[config.mk]
export PLATFORM = sky130hd
export DESIGN_NAME = rs_alloc_ctrl
export DESIGN_NICKNAME = d
export VERILOG_FILES = /design/src/rtl/rs_pkg.sv /design/src/rtl/priority_select.sv /design/src/rtl/rs_alloc_ctrl.sv
export SDC_FILE = /design/constraint.sdc
export NUM_CORES = 1
export LEC_CHECK = 0
export CAP_MARGIN = 20
export CORE_MARGIN = 4
export CORE_UTILIZATION = 35
export CTS_CLUSTER_SIZE = 20
export DETAILED_ROUTE_END_ITERATION = 6
export HOLD_SLACK_MARGIN = 0.05
export PLACE_DENSITY = 0.72
export SLEW_MARGIN = 25
export SYNTH_ARGS = -nofsm -noshare
export SYNTH_HDL_FRONTEND = slang
export SYNTH_SLANG_ARGS = --single-unit
[constraint.sdc]
create_clock -name clk_i -period 3.35 [get_ports clk_i]
set_input_delay 0.335 -clock clk_i [delete_from_list [all_inputs] [get_ports clk_i]]
set_output_delay 0.335 -clock clk_i [all_outputs]
set_load 0.05 [all_outputs]
[src/rtl/rs_pkg.sv]
// Shared reservation-station types: allocator FSM states and default entry count.
// Latency: n/a (types only). Backpressure: n/a.
package rs_pkg;

  typedef enum logic {
    ST_RUN   = 1'b0,
    ST_FLUSH = 1'b1
  } rs_state_e;

  localparam int RS_DEFAULT_ENTRIES = 4;

endpackage

[src/rtl/priority_select.sv]
// Lowest-index selector: one-hot pick of the first valid resource, gated by allocate_i.
// Latency: combinational. Backpressure: grant_o=0 when nothing is valid or no request.
module priority_select #(
  parameter int N = 4
) (
  input  logic         allocate_i,
  input  logic [N-1:0] resource_valid_i,
  output logic         grant_o,
  output logic [N-1:0] select_o
);

  logic [N-1:0] cand;
  logic         found;

  always_comb begin
    cand  = '0;
    found = 1'b0;
    for (int i = 0; i < N; i++) begin
      if (resource_valid_i[i] && !found) begin
        cand[i] = 1'b1;
        found   = 1'b1;
      end
    end
    grant_o  = allocate_i & found;
    select_o = grant_o ? cand : '0;
  end

endmodule

[src/rtl/rs_alloc_ctrl.sv]
// Reservation-station entry allocator: lowest free entry granted, releases and flush free entries.
// Latency: grant same cycle, busy/count update next edge. Backpressure: no grant while full, flushing or in reset.
// Option: RS_ALLOC_BYPASS_EN lets entries released this cycle be re-granted in the same cycle.
module rs_alloc_ctrl
  import rs_pkg::*;
#(
  parameter int NUM_ENTRIES = RS_DEFAULT_ENTRIES,
  localparam int CW = $clog2(NUM_ENTRIES + 1)
) (
  input  logic                   clk_i,
  input  logic                   rst_i,
  input  logic                   alloc_req_i,
  output logic                   alloc_gnt_o,
  output logic [NUM_ENTRIES-1:0] alloc_entry_o,
  input  logic [NUM_ENTRIES-1:0] release_i,
  input  logic                   flush_i,
  output logic [NUM_ENTRIES-1:0] entry_busy_o,
  output logic [CW-1:0]          free_cnt_o,
  output logic                   full_o,
  output logic                   empty_o
);

  rs_state_e              state_q;
  logic [NUM_ENTRIES-1:0] busy_q;
  logic [CW-1:0]          free_cnt_q;
  logic [NUM_ENTRIES-1:0] valid_rel;
  logic [NUM_ENTRIES-1:0] avail;
  logic [CW-1:0]          rel_cnt;
  logic                   req_qual;

  // Releases of already-free entries are dropped so they never inflate the count.
  assign valid_rel = release_i & busy_q;

`ifdef RS_ALLOC_BYPASS_EN
  assign avail = ~busy_q | valid_rel;
`else
  assign avail = ~busy_q;
`endif

  assign req_qual = alloc_req_i & ~rst_i & ~flush_i & (state_q == ST_RUN);

  priority_select #(.N(NUM_ENTRIES)) u_sel (
    .allocate_i       (req_qual),
    .resource_valid_i (avail),
    .grant_o          (alloc_gnt_o),
    .select_o         (alloc_entry_o)
  );

  always_comb begin
    rel_cnt = '0;
    for (int i = 0; i < NUM_ENTRIES; i++) begin
      rel_cnt = rel_cnt + CW'(valid_rel[i]);
    end
  end

  always_ff @(posedge clk_i) begin
    if (rst_i) begin
      state_q    <= ST_RUN;
      busy_q     <= '0;
      free_cnt_q <= CW'(NUM_ENTRIES);
    end else if (flush_i) begin
      // Flush wins over any same-cycle release or allocate.
      state_q    <= ST_FLUSH;
      busy_q     <= '0;
      free_cnt_q <= CW'(NUM_ENTRIES);
    end else begin
      state_q    <= ST_RUN;
      // A bypass re-grant clears and sets the same bit, so it stays busy and the count nets to zero.
      busy_q     <= (busy_q & ~valid_rel) | alloc_entry_o;
      free_cnt_q <= free_cnt_q + rel_cnt - CW'(alloc_gnt_o);
    end
  end

  assign entry_busy_o = busy_q;
  assign free_cnt_o   = free_cnt_q;
  assign full_o       = (free_cnt_q == '0);
  assign empty_o      = (free_cnt_q == CW'(NUM_ENTRIES));

endmodule
# Word-level counts from Yosys, hierarchy flattened
# Index checks and enable logic that the tools add are counted.
dict set report op_classes {
  n_eq_ne 1
  add_sub_neg 5
  n_reduce_logical 8
  bitwise_logic 12
  mux 9
}
# op count
set ops {}
lappend ops {{bitwise AND 4 bit} 2}
lappend ops {{2-to-1 mux 1 bit} 8}
lappend ops {{NOT 4 bit} 2}
lappend ops {{bitwise AND 1 bit} 4}
lappend ops {{2-to-1 mux 4 bit} 1}
lappend ops {{OR 4 bit} 1}
lappend ops {{adder 2 x 1 -> 3 bit} 1}
lappend ops {{adder 3 x 1 -> 3 bit} 1}
lappend ops {{adder 3 bit} 1}
lappend ops {{== test 3 bit, second input constant} 1}
lappend ops {{logical AND 1 bit} 3}
lappend ops {{logical NOT 1 bit} 3}
lappend ops {{logical NOT 3 bit} 1}
lappend ops {{NOT 1 bit} 3}
lappend ops {{subtractor 3 x 1 -> 3 bit} 1}
lappend ops {{adder 1 x 1 -> 2 bit} 1}
lappend ops {{OR reduction 2 bit} 1}
dict set report word_totals {
  elab_cells 38
  out_inout_bits 14
  inputBits 8
  register_bits 8
}

# Logic depth before layout (Yosys ltp)
# Gate-level depths: netlist of the first run.
dict set report logic_depth {
  ltp_word 14
  ltp_mapped 10
  mapped_depth_nobuf 10
}

# By module
# A second synthesis of the first run with hierarchy kept.
dict set report unflattened {
  hier_cells 55
  area_unflattened_um2 474.2
}
# module area_per_inst_um2 instances cells_per_inst seq_area_each_um2
set by_module_without_submodules {}
lappend by_module_without_submodules {rs_alloc_ctrl 426.7 1 49 160.2}
lappend by_module_without_submodules {priority_select 47.5 1 6 0.0}

# Worst setup path after synthesis of the first run
# No wires, ideal clock.
dict set report synth_timing {
  path_kind {input to register}
  startpoint {input port flush_i}
  endpoint {register free_cnt_q[2], in the netlist free_cnt_o[2]}
  path_slack_ns -0.688
  arrival_time_ns 3.911
  cell_stages 10
  path_cell_list {or4b_4 > a41oi_1 > ha_1 > fa_1 > inv_1 > fa_1 > fa_1 > xnor2_1 > xnor2_1 > nand2_1}
}
dict set report synth_via {
  elab_chain_cells 5
}
# element line_no
set synth_lines {}
lappend synth_lines {{start: declaration} rs_alloc_ctrl.sv:16} ;# input logic flush_i,
lappend synth_lines {{NOT 1 bit} rs_alloc_ctrl.sv:40} ;# assign req_qual = alloc_req_i & ~rst_i & ~flush_i & (state_q == ST_RUN);
lappend synth_lines {{bitwise AND 1 bit (2 in series)} rs_alloc_ctrl.sv:40}
lappend synth_lines {{bitwise AND 1 bit} priority_select.sv:24} ;# grant_o = allocate_i & found;
lappend synth_lines {{named net alloc_gnt_o} rs_alloc_ctrl.sv:13} ;# output logic alloc_gnt_o,
lappend synth_lines {{subtractor 3 x 1 -> 3 bit} rs_alloc_ctrl.sv:70} ;# free_cnt_q <= free_cnt_q + rel_cnt - CW'(alloc_gnt_o);
lappend synth_lines {{end signal: assignment} rs_alloc_ctrl.sv:60} ;# free_cnt_q <= CW'(NUM_ENTRIES);
lappend synth_lines {{end signal: assignment} rs_alloc_ctrl.sv:65} ;# free_cnt_q <= CW'(NUM_ENTRIES);
lappend synth_lines {{end signal: assignment} rs_alloc_ctrl.sv:70}
lappend synth_lines {{end: declaration} rs_alloc_ctrl.sv:25} ;# logic [CW-1:0] free_cnt_q;
# The timed path passes the listed nets, and every way through them passes these cells.
# A chain may end at the register's enable or synchronous reset.

# Final worst setup path of the first run
dict set report layout_timing {
  startpoint {input port rst_i}
  endpoint {register free_cnt_q[2], in the netlist free_cnt_o[2]}
}
dict set report layout_via {
  elab_chain_cells 6
}
# element line_no
set layout_lines {}
lappend layout_lines {{start: declaration} rs_alloc_ctrl.sv:11} ;# input logic rst_i,
lappend layout_lines {{NOT 1 bit} rs_alloc_ctrl.sv:40}
lappend layout_lines {{bitwise AND 1 bit (3 in series)} rs_alloc_ctrl.sv:40}
lappend layout_lines {{bitwise AND 1 bit} priority_select.sv:24}
lappend layout_lines {{subtractor 3 x 1 -> 3 bit} rs_alloc_ctrl.sv:70}
# Parallel ways exist; a longest one is shown, timed or not.

==> reports/metrics.cfg, run 1 <==
[cells_and_area]
diodes=0
nFillCells=122
postLayoutCoreUtil_pct=61.9
nNetsFinal=91
areaGrowthSynthToFinish_pct=67.7
drive_above_1_share_pct=21.1
mostFrequentLayoutCell=clkdlybuf4s50_1
most-common-layout-cells=clkdlybuf4s50_1 (21), dfxtp_1 (8), inv_1 (6)

[power]
intPower_uw=163
clock_power_share_pct=33.2
sequentialPowerShare_pct=44.0
p_per_area_nw_per_um2=284
cellLeakagePower_nw=0.297
comb_power_share_pct=22.8
p_sw_uw=65.5
peakVddDrop_mv=0.189
power_switching_share_pct=28.6
p_total_uw=229

[clock_network]
cts_resized=0
clkLatencyLatePin_ns=0.26
cts-root-buf=clkbuf_4
htree_levels=1
cts_tree=yes
cts_buffers=3
clock-sinks=8
cts.path.max_buffers=2
clkTransAtPathRegs_ns=0.06
cts_setup_buffers=0
hold_buffers=0

[detailed_routing]
via_per_inst=4.81
drc=0
wl_per_cell_um=11.9
routed_wirelength_um=1080
antenna_left=0
vias=438
dr.pass1.iters=4
drt_iter0_drc=4

[synth]
syn_area_um2=480
syn_inst=48
yosysTopAreaCellShare_pct=33.3
synth_warnings=0
synthesis.nets=61
synthTopCellsByArea=dfxtp_1 (33%), fa_1 (13%), ha_1 (5.2%)
ys_seq_area_share_pct=33.3
synth_largest_area_cell=dfxtp_1
ys_types=20
ys_ff_latch=8
synth.avg_cell_area_um2=10.0

[worst_setup_path]
cp-end-kind=register
crit_family=adder cells
crit_chain=clkdlybuf4s50_1 > or4b_4 > a41oi_4 > ha_4 > fa_1 > inv_1 > fa_2 > fa_2 > xnor2_2 > xnor2_1 > nand2_1
path_buf_inv=2
crit_type=input pin to register
worstPathMaxFanout=2
crit_path_max_incr_delay_ns=0.54
critPathSlowestCell=or4b_4
crit_arrival_ns=3.36
critPathRequiredTime_ns=3.48
cp_common_cell=fa_2
critPathLaunchType=input pin

[flow_run]
cap_violations=0

[placed_design]
hpwl_um=874
gp_congestion=0.672
place_ws_ns=-0.167
place.port_buffers=21

[grt]
grt_max_degree=9
globalRouteTotalUtil_pct=13.2
grt_pass1_wl_um=1890
grt_overflow=0
antenna_found_initial=0
grt_pass1_vias=449

[sta]
max_slew_margin_pct=66.0
fmax_mhz=310
rsz0062_at_grt=no
tightest_slew_ns=0.509
fin_hold_ws_ns=0.592
final-max-slew-violation-count=0
hold_viol_final=0
setup_viol=0
min_period_over_period_pct=96.3
fin_worst_skew_ns=0.00727
tns_ns=0
period_needed_ns=3.23
setup_slack_ns=0.125

[worst_hold_path]
hp-class=register to register

[floorplanning]
start_util_pct=36.9
die_w_um=45.1
dieArea_um2=2030
fp.dieH_um=45.1
core_area_um2=1300
top_level_ports=22
num_rows=13

[status]
status=completed

-- per-layer routing --
layer / global-route usage (%) / wire [µm] / vias up
met5: 0 / 0 / -
met1: 15.8 / 452 / 202
met3: 7.97 / 103 / 0
met2: 20.6 / 525 / 18
li1: - / - / 218
met4: 1.75 / 0 / 0
-- cells in the mapped netlist (all sizes together) --
cell	n
nor2	2
nor3b	3
xnor2	2
dfxtp	8
and2	3
a21oi	1
inv	6
or4b	1
xor2	1
a31o	1
o21a	2
ha	2
a41oi	1
nand2	5
nor3	3
fa	3
nor2b	3
nor4b	1
-- state kept, by name (all words and copies together) (netlist names) --
name / flops
state_q: 1
entry_busy_o: 4
free_cnt_o: 3
-- kinds of logic (layout without fill, tap and decap cells) --
family | Yosys count | after routing | share of synthesized area (%)
flip-flops | 8 | 8 | 33.3
AND/OR/NAND/NOR | 21 | 21 | 31.0
adder cells (fa/ha/maj) | 5 | 5 | 17.7
AO/OA/AOI/OAI | 5 | 5 | 7.81
XOR/XNOR | 3 | 3 | 5.47
buffers and inverters | 6 | 34 | 4.69
-- stage by stage --
step / instances / area, µm²
detailed placement: 88 / 783
CTS: 91 / 806
global placement: 88 / 783
floorplan: 48 / 524
finish: 91 / 806
global route: 91 / 806
-- worst paths after layout --
path	start	end	slack (ns)	cells after the start
setup / recovery	rst_i	free_cnt_o[2]$_SDFF_PP1_	0.12	11
hold / removal	state_q$_SDFF_PP0_	entry_busy_o[0]$_SDFF_PP0_	0.59	3
setup reg to reg	state_q$_SDFF_PP0_	free_cnt_o[2]$_SDFF_PP1_	0.31	10
hold reg to reg	state_q$_SDFF_PP0_	entry_busy_o[0]$_SDFF_PP0_	0.59	3
-- worst register-to-register path, cell delays in order, from the launching register on --
cell     delay (ns)
dfxtp_1        0.31
or4b_4         0.55
a41oi_4        0.23
ha_4           0.24
fa_1           0.47
inv_1          0.05
fa_2           0.34
fa_2           0.38
xnor2_2        0.17
xnor2_1        0.13
nand2_1        0.06
-- cell type report --
| class | count | area [µm²] | share of cell area (%) |
|---|---|---|---|
| sequential | 8 | 160 | 19.9 |
| tap | 15 | 18.8 | 2.33 |
| clock buffer | 3 | 22.5 | 2.80 |
| multi-input combinational | 34 | 342 | 42.4 |
| inverter | 6 | 22.5 | 2.80 |
| timing repair buffer | 25 | 240 | 29.8 |
-- power groups by stage --
stage	clock, mW	combinational, mW	sequential (mW)
floorplan	0	0.0235	0.108
global placement	0	0.0518	0.103
detailed placement	0	0.0526	0.103
CTS	0.0795	0.0529	0.101
global route	0.0882	0.0560	0.101
finish	0.0761	0.0521	0.101
No activity file was read; power rests on OpenSTA's default activity.
==> inputs of run 2 (changes only) <==
- CAP_MARGIN: 20 -> 25
- CORE_AREA: default -> 4 4 41 43
- CORE_MARGIN: 4 -> default
- CORE_UTILIZATION: 35 -> default
- DIE_AREA: default -> 0 0 45 47
- DONT_BUFFER_PORTS: default -> 1
- PLACE_DENSITY: 0.72 -> default
- SKIP_LAST_GASP: default -> 1
==> run 2 against run 1 <==
  * Non-clock buffer count down 19
  * Sequential share of layout area up 6.1 points
  * Fmax up 2.8%
  * Design area down 24%
  * Largest cell class unchanged
==> reports/metrics.cfg, run 2 (synthesis results as in run 1) <==
[status]
status=completed

[worst_hold_path]
hp-class=input pin to register
hold_depth=1  ; -2

[detailed_routing]
routed_wirelength_um=931  ; -14%
via_per_inst=4.85  ; +0.71%
wl_per_cell_um=12.9  ; +8.9%
drt_iter0_drc=3  ; -1
dr.pass1.iters=2  ; -2
drc=0  ; unchanged
antenna_left=0  ; unchanged
vias=349  ; -20%

[clock_network]
cts.path.max_buffers=2  ; unchanged
htree_levels=1  ; unchanged
clkTransAtPathRegs_ns=0.05  ; about the same
cts_resized=0  ; unchanged
cts_buffers=3  ; unchanged
cts_tree=yes
cts_setup_buffers=0  ; unchanged
clock-sinks=8  ; unchanged
hold_buffers=0  ; unchanged
clkLatencyLatePin_ns=0.25  ; about the same
cts-root-buf=clkbuf_4

[cells_and_area]
final_cells=72  ; -21%
diodes=0  ; unchanged
most-common-layout-cells=dfxtp_1 (8), inv_1 (6), buf_4 (6)
nNetsFinal=72  ; -21%
largest_register_ffs=4  ; unchanged
drive_above_1_share_pct=33.3  ; +12 points
mostFrequentLayoutCell=dfxtp_1
fin_area_um2=616  ; -24%
nFillCells=130  ; +6.6%
postLayoutCoreUtil_pct=47.3  ; -15 points
areaGrowthSynthToFinish_pct=28.1

[sta]
rsz0062_at_grt=no
fmax_mhz=319  ; +2.8%
tns_ns=0  ; unchanged
fin_worst_skew_ns=0.00365  ; -0.00362 ns
hold_viol_final=0  ; unchanged
setup_slack_ns=0.211  ; +0.0868 ns
period_needed_ns=3.14  ; -0.0868 ns
min_period_over_period_pct=93.7  ; -2.6 points
setup_viol=0  ; unchanged
max_slew_margin_pct=39.3  ; -27 points
tightest_slew_ns=0.906  ; +0.397 ns
final-max-slew-violation-count=0  ; unchanged

[placed_design]
placed_cell_area_um2=593  ; -24%
hpwl_um=772  ; -12%
place.port_buffers=0  ; -100%
dp_cells=69  ; -22%
place_ws_ns=0.218  ; +0.385 ns
gp_congestion=0.708  ; +5.5%

[floorplanning]
start_util_pct=36.9  ; unchanged
num_rows=13  ; unchanged
core_area_um2=1300  ; unchanged
dieArea_um2=2120  ; +4.2%
top_level_ports=22  ; unchanged
die_w_um=45  ; -0.11%
fp.dieH_um=47  ; +4.3%

[worst_setup_path]
rr_worst_depth=10  ; unchanged
critPathLaunchType=register
crit_chain=or4b_4 > a41oi_4 > ha_4 > fa_1 > inv_1 > fa_2 > fa_2 > xnor2_2 > xnor2_1 > nand2_1
cp-end-kind=register
path_buf_inv=1  ; -1
critPathSlowestCell=or4b_4
crit_family=adder cells
path_depth=10  ; -1
crit_arrival_ns=3.27  ; -0.09 ns
worstPathMaxFanout=5  ; +3
crit_type=register to register
crit_path_max_incr_delay_ns=0.61  ; +0.07 ns
cp_common_cell=fa_2
critPathRequiredTime_ns=3.48  ; about the same

[grt]
grt_max_degree=7  ; -2
use_met2_pct=13.3  ; -7.3 points
antenna_found_initial=0  ; unchanged
grt_util_met1_pct=14.2  ; -1.6 points
grt_overflow=0  ; unchanged
use_met3_pct=4.21  ; -3.8 points
grt_pass1_wl_um=1560  ; -18%
top_usage_layer=met1
globalRouteTotalUtil_pct=10.9  ; -2.3 points
grt_pass1_vias=349  ; -22%

[power]
p_per_area_nw_per_um2=339  ; +19%
peakVddDrop_mv=0.213  ; +13%
cellLeakagePower_nw=0.236  ; -21%

[flow_run]
cap_violations=0  ; unchanged

## run 2: power breakdown
part	switching [mW]	internal [mW]
registers	0.00715	0.0976
clock network	0.0329	0.0410
logic	0.0196	0.0106
total	0.0596	0.149
## run 2: layer usage
metal  up-vias  part of all wire, %
met5         -                    0
met4         0                  4.1
met3         4                   11
met2        15                   41
met1       153                   44
li1        177                    -
## run 2: path summary, 6_finish.rpt
check / start / end / slack, ns
worst min-delay path: rst_i / state_q$_SDFF_PP0_ / 0.14
worst max register to register: state_q$_SDFF_PP0_ / free_cnt_o[2]$_SDFF_PP1_ / 0.21
worst max-delay path: state_q$_SDFF_PP0_ / free_cnt_o[2]$_SDFF_PP1_ / 0.21
worst min register to register: state_q$_SDFF_PP0_ / entry_busy_o[0]$_SDFF_PP0_ / 0.62
## run 2: final cells by class
| class | count | area [µm²] | share of cell area, % |
|---|---|---|---|
| Timing Repair Buffer | 6 | 45.0 | 7.32 |
| Sequential cell | 8 | 160 | 26.0 |
| Clock buffer | 3 | 22.5 | 3.66 |
| Tap cell | 15 | 18.8 | 3.05 |
| Inverter | 6 | 22.5 | 3.66 |
| Multi-Input combinational cell | 34 | 347 | 56.3 |
## run 2: per-stage QoR
step	total power, mW	hold WS, ns
final	0.209	0.142
after global placement	0.137	0.408
after floorplan	0.132	0.407
after global routing	0.218	0.137
after detailed placement	0.137	0.413
after CTS	0.211	0.140
==> inputs of run 3 (changes only) <==
- GPL_ROUTABILITY_DRIVEN: default -> 1
==> results of run 3 <==
The final DEF is identical to that of run 2; final timing and power are the same.
